`config.mk`:
```
export PLATFORM = sky130hd
export DESIGN_NAME = regfile
export DESIGN_NICKNAME = d
export VERILOG_FILES = /design/src/rtl/rv32i_pkg.sv /design/src/rtl/regfile_rd_port.sv /design/src/rtl/regfile.sv
export SDC_FILE = /design/constraint.sdc
export NUM_CORES = 2
export LEC_CHECK = 0
export ABC_AREA = 1
export BUFFER_PORTS_ARGS = -buffer_cell sky130_fd_sc_hd__buf_2
export CAP_MARGIN = 20
export CORE_MARGIN = 2
export CORE_UTILIZATION = 30
export CTS_BUF_LIST = sky130_fd_sc_hd__clkbuf_8
export DETAILED_ROUTE_END_ITERATION = 16
export PLACE_DENSITY_LB_ADDON = 0.12
export REMOVE_ABC_BUFFERS = 1
export SLEW_MARGIN = 20
export SYNTH_ARGS = -nofsm -noshare
export SYNTH_HDL_FRONTEND = slang
export SYNTH_SLANG_ARGS = --single-unit
```
`constraint.sdc`:
```
create_clock -name i_clk -period 2.9 [get_ports i_clk]
set_clock_uncertainty 0.05 [all_clocks]
set_input_delay 0.29 -clock i_clk [delete_from_list [all_inputs] [get_ports i_clk]]
set_output_delay 0.29 -clock i_clk [all_outputs]
set_load 0.005 [all_outputs]
```
`src/rtl/rv32i_pkg.sv`:
```
// rtl/rv32i_pkg.sv - shared RV32I constants and types
package rv32i_pkg;

    localparam int XLEN       = 32;
    localparam int NUM_REGS   = 32;
    localparam int REG_ADDR_W = 5;

    typedef logic [REG_ADDR_W-1:0] reg_addr_t;
    typedef logic [XLEN-1:0]       xlen_t;

    localparam reg_addr_t REG_ZERO = 5'd0;

endpackage

```
`src/rtl/regfile_rd_port.sv`:
```
// rtl/regfile_rd_port.sv - one combinational read port with x0 forcing and optional bypass
module regfile_rd_port
    import rv32i_pkg::*;
#(
    parameter int XLEN      = rv32i_pkg::XLEN,
    parameter int NUM_REGS  = rv32i_pkg::NUM_REGS,
    parameter int ADDR_W    = rv32i_pkg::REG_ADDR_W,
    parameter int BYPASS_EN = 0
) (
    input  logic [ADDR_W-1:0]               i_rs_addr,
    input  logic [NUM_REGS-1:0][XLEN-1:0]   i_regs,
    input  logic                            i_byp_valid,
    input  logic [ADDR_W-1:0]               i_rd_addr,
    input  logic [XLEN-1:0]                 i_rd_data,
    output logic [XLEN-1:0]                 o_rs_data
);

    // x0 and out-of-range indices read zero; a live write to the same index wins when forwarding is enabled
    always_comb begin
        o_rs_data = '0;
        if (i_rs_addr != ADDR_W'(REG_ZERO) && int'(i_rs_addr) < NUM_REGS) begin
            o_rs_data = i_regs[i_rs_addr];
        end
        if (BYPASS_EN != 0 && i_byp_valid && i_rs_addr == i_rd_addr) begin
            o_rs_data = i_rd_data;
        end
    end

endmodule

```
`src/rtl/regfile.sv`:
```
// rtl/regfile.sv - RV32I integer register file, two async reads, one sync write
module regfile
    import rv32i_pkg::*;
#(
    parameter int XLEN      = rv32i_pkg::XLEN,
    parameter int NUM_REGS  = rv32i_pkg::NUM_REGS,
    parameter int ADDR_W    = rv32i_pkg::REG_ADDR_W,
    parameter int BYPASS_EN = 0
) (
    input  logic              i_clk,
    input  logic              i_reset,
    input  logic [ADDR_W-1:0] i_rs1_addr,
    input  logic [ADDR_W-1:0] i_rs2_addr,
    output logic [XLEN-1:0]   o_rs1_data,
    output logic [XLEN-1:0]   o_rs2_data,
    input  logic [ADDR_W-1:0] i_rd_addr,
    input  logic [XLEN-1:0]   i_rd_data,
    input  logic              i_rd_wren
);

    logic                          wr_en;
    logic                          byp_valid;
    logic [NUM_REGS-1:0][XLEN-1:0] regs_flat;

    // writes to x0 are dropped here so neither storage nor bypass ever sees them
    assign wr_en     = i_rd_wren && (i_rd_addr != ADDR_W'(REG_ZERO));
    // forwarding must not leak a write that reset is about to discard
    assign byp_valid = wr_en && i_reset;

    assign regs_flat[0] = '0;

    for (genvar g = 1; g < NUM_REGS; g++) begin : g_reg
        logic [XLEN-1:0] q;

        // one storage word per architectural register; reset beats a simultaneous write
        always_ff @(posedge i_clk) begin
            if (!i_reset) begin
                q <= '0;
            end else if (wr_en && i_rd_addr == ADDR_W'(g)) begin
                q <= i_rd_data;
            end
        end

        assign regs_flat[g] = q;
    end

    regfile_rd_port #(
        .XLEN      (XLEN),
        .NUM_REGS  (NUM_REGS),
        .ADDR_W    (ADDR_W),
        .BYPASS_EN (BYPASS_EN)
    ) u_rs1 (
        .i_rs_addr   (i_rs1_addr),
        .i_regs      (regs_flat),
        .i_byp_valid (byp_valid),
        .i_rd_addr   (i_rd_addr),
        .i_rd_data   (i_rd_data),
        .o_rs_data   (o_rs1_data)
    );

    regfile_rd_port #(
        .XLEN      (XLEN),
        .NUM_REGS  (NUM_REGS),
        .ADDR_W    (ADDR_W),
        .BYPASS_EN (BYPASS_EN)
    ) u_rs2 (
        .i_rs_addr   (i_rs2_addr),
        .i_regs      (regs_flat),
        .i_byp_valid (byp_valid),
        .i_rd_addr   (i_rd_addr),
        .i_rd_data   (i_rd_data),
        .o_rs_data   (o_rs2_data)
    );

endmodule

```
==> Yosys cells after proc, flatten, opt, wreduce, memory -nomap -nowiden <==
Index checks and enable logic that the tools add are counted.
{ "word_totals": {"mem_count": 0, "output_inout_bits": 64, "wordCells": 105, "mem_bits_rw": 0, "romBits": 0, "latch_bits": 0, "reg_bits": 992} }
{ "classes": {"mux": 6, "shifts": 0, "add_sub_neg": 0, "div_mod_pow": 0, "reduce_logical": 35, "order_cmp": 2, "multipliers": 0, "n_eq_ne": 31, "bitwise_logic": 0} }
{ "ops": {"columns": ["op", "n"], "rows": [
  ["$bmux 32 s5", 2],
  ["$mux 32", 4],
  ["$eq 5x5->1 const B", 16],
  ["$eq 5x4->1 const B", 8],
  ["$logic_and 1x1->1", 32],
  ["$eq 5x3->1 const B", 4],
  ["$reduce_bool 5->1", 3],
  ["$lt 5x6->1 const B", 2],
  ["$eq 5x2->1 const B", 2],
  ["$eq 5x1->1 const B", 1]
]} }

==> Depth between registers and ports, before layout <==
{ "depth": {"ltp_word": 3, "mapped_depth": 13, "depth_no_buf": 11} }

==> Modules after synthesis <==
From an unflattened synthesis, not the netlist that was laid out.
{ "hier_totals": {"cells_unflattened": 9879, "hier_area_um2": 57779.2} }
{ "modules_own_cells": {"columns": ["mod", "cells_per_inst", "n_inst", "area_per_inst_um2"], "rows": [
  ["regfile", 4951, 1, 36303.6],
  ["regfile_rd_port", 2464, 2, 10737.8]
]} }

==> Worst setup path after synthesis <==
Ideal clock, no wire load.
{ "synth_timing": {"kind": "input -> output", "startpoint": "input i_rs1_addr[0]", "endpoint": "output o_rs1_data[19]", "path_stages": 9, "path_buffers": 3, "required_ps": 2560, "path_slack_ps": 1151, "arrival_time_ps": 1409, "cell_sequence": "buf_2 -> inv_2 -> clkbuf_1 -> clkbuf_1 -> a21oi_1 -> nand3_1 -> nand3_1 -> nand3_1 -> nand2_1"} }
{ "synth_between": {"elab_chain_cells": 3, "elab_cells_between_ends": 4, "cone_classes": "mux: 3; reduce/logical: 1"} }
{ "synth_lines": {"columns": ["element", "line_no", "rtl"], "rows": [
  ["from (decl)", "regfile.sv:12", "input logic [ADDR_W-1:0] i_rs1_addr,"],
  ["$bmux 32 s5", "regfile_rd_port.sv:22", "o_rs_data = i_regs[i_rs_addr];"],
  ["$mux 32 (not written as such)", "regfile_rd_port.sv:22", null],
  ["$mux 32 *", "regfile_rd_port.sv:21", "if (i_rs_addr != ADDR_W'(REG_ZERO) && int'(i_rs_addr) < NUM_REGS) begin"],
  ["to (decl)", "regfile.sv:14", "output logic [XLEN-1:0] o_rs1_data,"]
]} }
Mark *: on every way between the ends. The rest lies on a longest branch, timed or not. The select of a mux whose other input is x is not followed.

==> Worst setup path after layout <==
{ "layout_timing": {"startpoint": "register g_reg[7].q[5]", "endpoint": "output o_rs2_data[5]"} }
{ "layout_between": {"elab_chain_cells": 3} }
{ "layout_lines": {"columns": ["element", "line_no", "rtl"], "rows": [
  ["from (decl)", "regfile.sv:33", "logic [XLEN-1:0] q;"],
  ["from (signal assigned)", "regfile.sv:40", "q <= i_rd_data;"],
  ["$bmux 32 s5", "regfile_rd_port.sv:22", null],
  ["$mux 32 (not written as such)", "regfile_rd_port.sv:22", null],
  ["$mux 32", "regfile_rd_port.sv:21", null],
  ["to (decl)", "regfile.sv:15", "output logic [XLEN-1:0] o_rs2_data,"]
]} }
No other way between the ends. The select of a mux whose other input is x is not followed.

==> impl_metrics.ini <==
[setup_path]
crit_family = simple AND/OR/NAND/NOR gates
path_cells = inv_1, nand2_1, nand3_1, nand2_1, nand2_1, nand2_1, nand2_1, nand2_1, inv_1, nand2_1, buf_2
worst-setup-path-type = reg -> out
crit_fanout = 2
slowest_stage = dfxtp_1
cpMostUsedCell = nand2_1
crit_arrival_ns = 2.31
cpPeakStageDelay_ns = 0.32
worstSetupStartpointType = flop
cp_num_buf_inv = 3
cp.required_ns = 2.56
cp-end-kind = primary output

[timing]
worst_slew_pin_slew_ns = 0.7502
hold-worst-slack_ns = 0.2537
finalCriticalPeriod_ns = 2.649
timing.slew.headroom_pct = 49.99
rsz0062_at_grt = false
setup_viol = 0
tns_ns = 0
fin_crit_sh_pct = 91.34
hold_viol = 0
maxSlewViolCount = 0
timing.fmax_mhz = 377.5

[clocking]
clock-root-buffer = clkbuf_8
htreeDepth = 4
clock_latency_ns = 0.93
numClockSinks = 992
cts_tree = built
clock_path_buffers = 3
numCtsBuffers = 191
cts_resized = 0
path_clk_slew_ns = 0.06

[yosys]
synthXorXnorAreaFrac_pct = 0
netlist_area_mm2 = 0.05378
synthSimpleGateAreaFrac_pct = 29.27
synthAdderAreaFrac_pct = 0
ys_seq_elements = 992
synth_compound_gate_area_share_pct = 21.14
yosys_warnings = 0
netlist-cell-type-count = 22
ys_seq_area_share_pct = 36.93
synthMuxAreaShare_pct = 0
synth_top_family_by_area = simple AND/OR/NAND/NOR gates
synth_area_per_cell_um2 = 6.216
synth_cells = 8651

[placement]
port_buffers = 113
place_inst = 10555
detailed_place.area_mm2 = 0.05725
place.gp.congestion = 0.8211
place_hpwl_mm = 141.9

[floorplan]
core_mm2 = 0.1782
die_w_um = 427.4
fp-row-count = 155
io_pins = 114
die-area_mm2 = 0.1827
fp.dieH_um = 427.4
start_util_pct = 30.17

[cells_and_area]
largest-register = g.q
drive_gt1_share_pct = 7.856
layout_commonest_cell = nand2_1
final_core_utilization_pct = 34.67
final_cell_area_mm2 = 0.06179
fillCellCount = 19434
area_growth_pct = 14.91
final_cell_count_no_fill = 10949
fin_nets = 8484
mostFrequentLayoutCells = nand2_1 (2137), nand3_1 (1331), a21oi_1 (1099), o21ai_0 (1027), dfxtp_1 (992)
multi_input_area_mm2 = 0.02734
largest_register_ffs = 992
reg_top3 = g.q (992)
regArea_mm2 = 0.01986

[power_and_ir_drop]
p_leak_nw = 23.63
ir_drop_mv = 0.4817
p_per_area_mw_per_mm2 = 539.0

[global_routing]
grt_pass1_vias = 54502
grt_pass1_wl_mm = 368.5
grt_start_max_net_pins = 139
gr-total-overflow = 0
track_usage_pct = 26.78
antenna_found_initial = 3

[routing]
vias = 57765
drc = 0
drt_iter0_markers = 5184
avgViaCountPerCell = 5.276
drt_pass1_iterations = 6
wl_mm = 250.9
wl_per_cell_um = 22.92
antenna_left = 0

[hold_path]
hold_class = in -> reg

[flow_run]
max-cap-violations = 0

[run_status]
outcome = finished, final reports clean
[cells in the mapped netlist]
cell | count | share of area [%]
a21oi_1 | 1099 | 10
buf_1 | 66 | 0.46
buf_2 | 201 | 1.9
buf_4 | 12 | 0.17
clkbuf_1 | 492 | 3.4
clkinv_1 | 34 | 0.24
dfxtp_1 | 992 | 37
inv_1 | 916 | 6.4
inv_2 | 15 | 0.10
nand2_1 | 2149 | 15
nand2_2 | 1 | 0.012
nand2_4 | 1 | 0.021
nand3_1 | 1340 | 12
nand4_1 | 96 | 1.1
nor2_1 | 51 | 0.36
nor2_2 | 7 | 0.081
nor2_4 | 8 | 0.17
nor3_1 | 1 | 0.0093
nor3_4 | 1 | 0.030
o211ai_1 | 6 | 0.084
o21ai_0 | 1027 | 9.6
o21ai_1 | 136 | 1.3
[tightest hold or removal path, stage by stage]
cell and delay, ns:
dlygate4sd3_1 0.53, buf_2 0.18, o21ai_0 0.16, a21oi_1 0.05
[area by class of cell]
cell class / instances / share of cell area [%]
inverters: 965 / 5.937
clock buffers: 259 / 5.769
well taps: 2355 / 4.768
flip-flops and latches: 992 / 32.14
repair buffers: 361 / 6.226
diodes: 2 / 0.008099
clock inverters: 92 / 0.9031
multi-input cells: 5923 / 44.25
[worst paths after layout]
path,slack [ns],endpoint,startpoint,depth (start not counted)
worst max-delay path,0.25,o_rs2_data[5],g_reg[7].q[5],11
worst min register to register,0.41,g_reg[23].q[24],g_reg[23].q[24],2
worst max register to register,2.13,g_reg[31].q[16],g_reg[31].q[16],2
worst min-delay path,0.25,g_reg[20].q[28],i_rd_data[28],4
[cells by family (layout without fill, tap and decap cells)]
family | Yosys count | in the layout
compound gates | 2268 | 2268
simple gates | 3655 | 3655
other cells | 0 | 2
flops | 992 | 992
buf+inv | 1736 | 1677
[timing repair]
action / in CTS / in global routing
setup buffers: 0 / 0
hold buffers: 41 / 0
endpoints found under the hold margin: 992 / 0
[power breakdown]
| group | switching (W) | total [W] | internal, W |
|---|---|---|---|
| Sequential | 0.0000946 | 0.0139 | 0.0138 |
| Clock | 0.00681 | 0.0152 | 0.00838 |
| Combinational | 0.00308 | 0.00421 | 0.00113 |
| Total | 0.00999 | 0.0333 | 0.0233 |
[routing by layer]
| metal | GRT usage, % | vias to the layer above | part of all wire [%] |
|---|---|---|---|
| li1 | - | 27885 | - |
| met1 | 35.95 | 27435 | 45 |
| met2 | 44.31 | 2023 | 46 |
| met3 | 3.490 | 420 | 6.1 |
| met4 | 8.439 | 2 | 3.0 |
| met5 | 0 | - | 0.0056 |
[per-stage QoR]
step / total power (W) / setup WS (ns)
after global routing: 0.03458 / 0.1014
final: 0.03331 / 0.2513
after CTS: 0.03362 / 0.1610
after global placement: 0.01833 / 0.4185
after floorplan: 0.01598 / -5.267
after detailed placement: 0.01833 / 0.4270
Power figures use the tool's default switching activity.
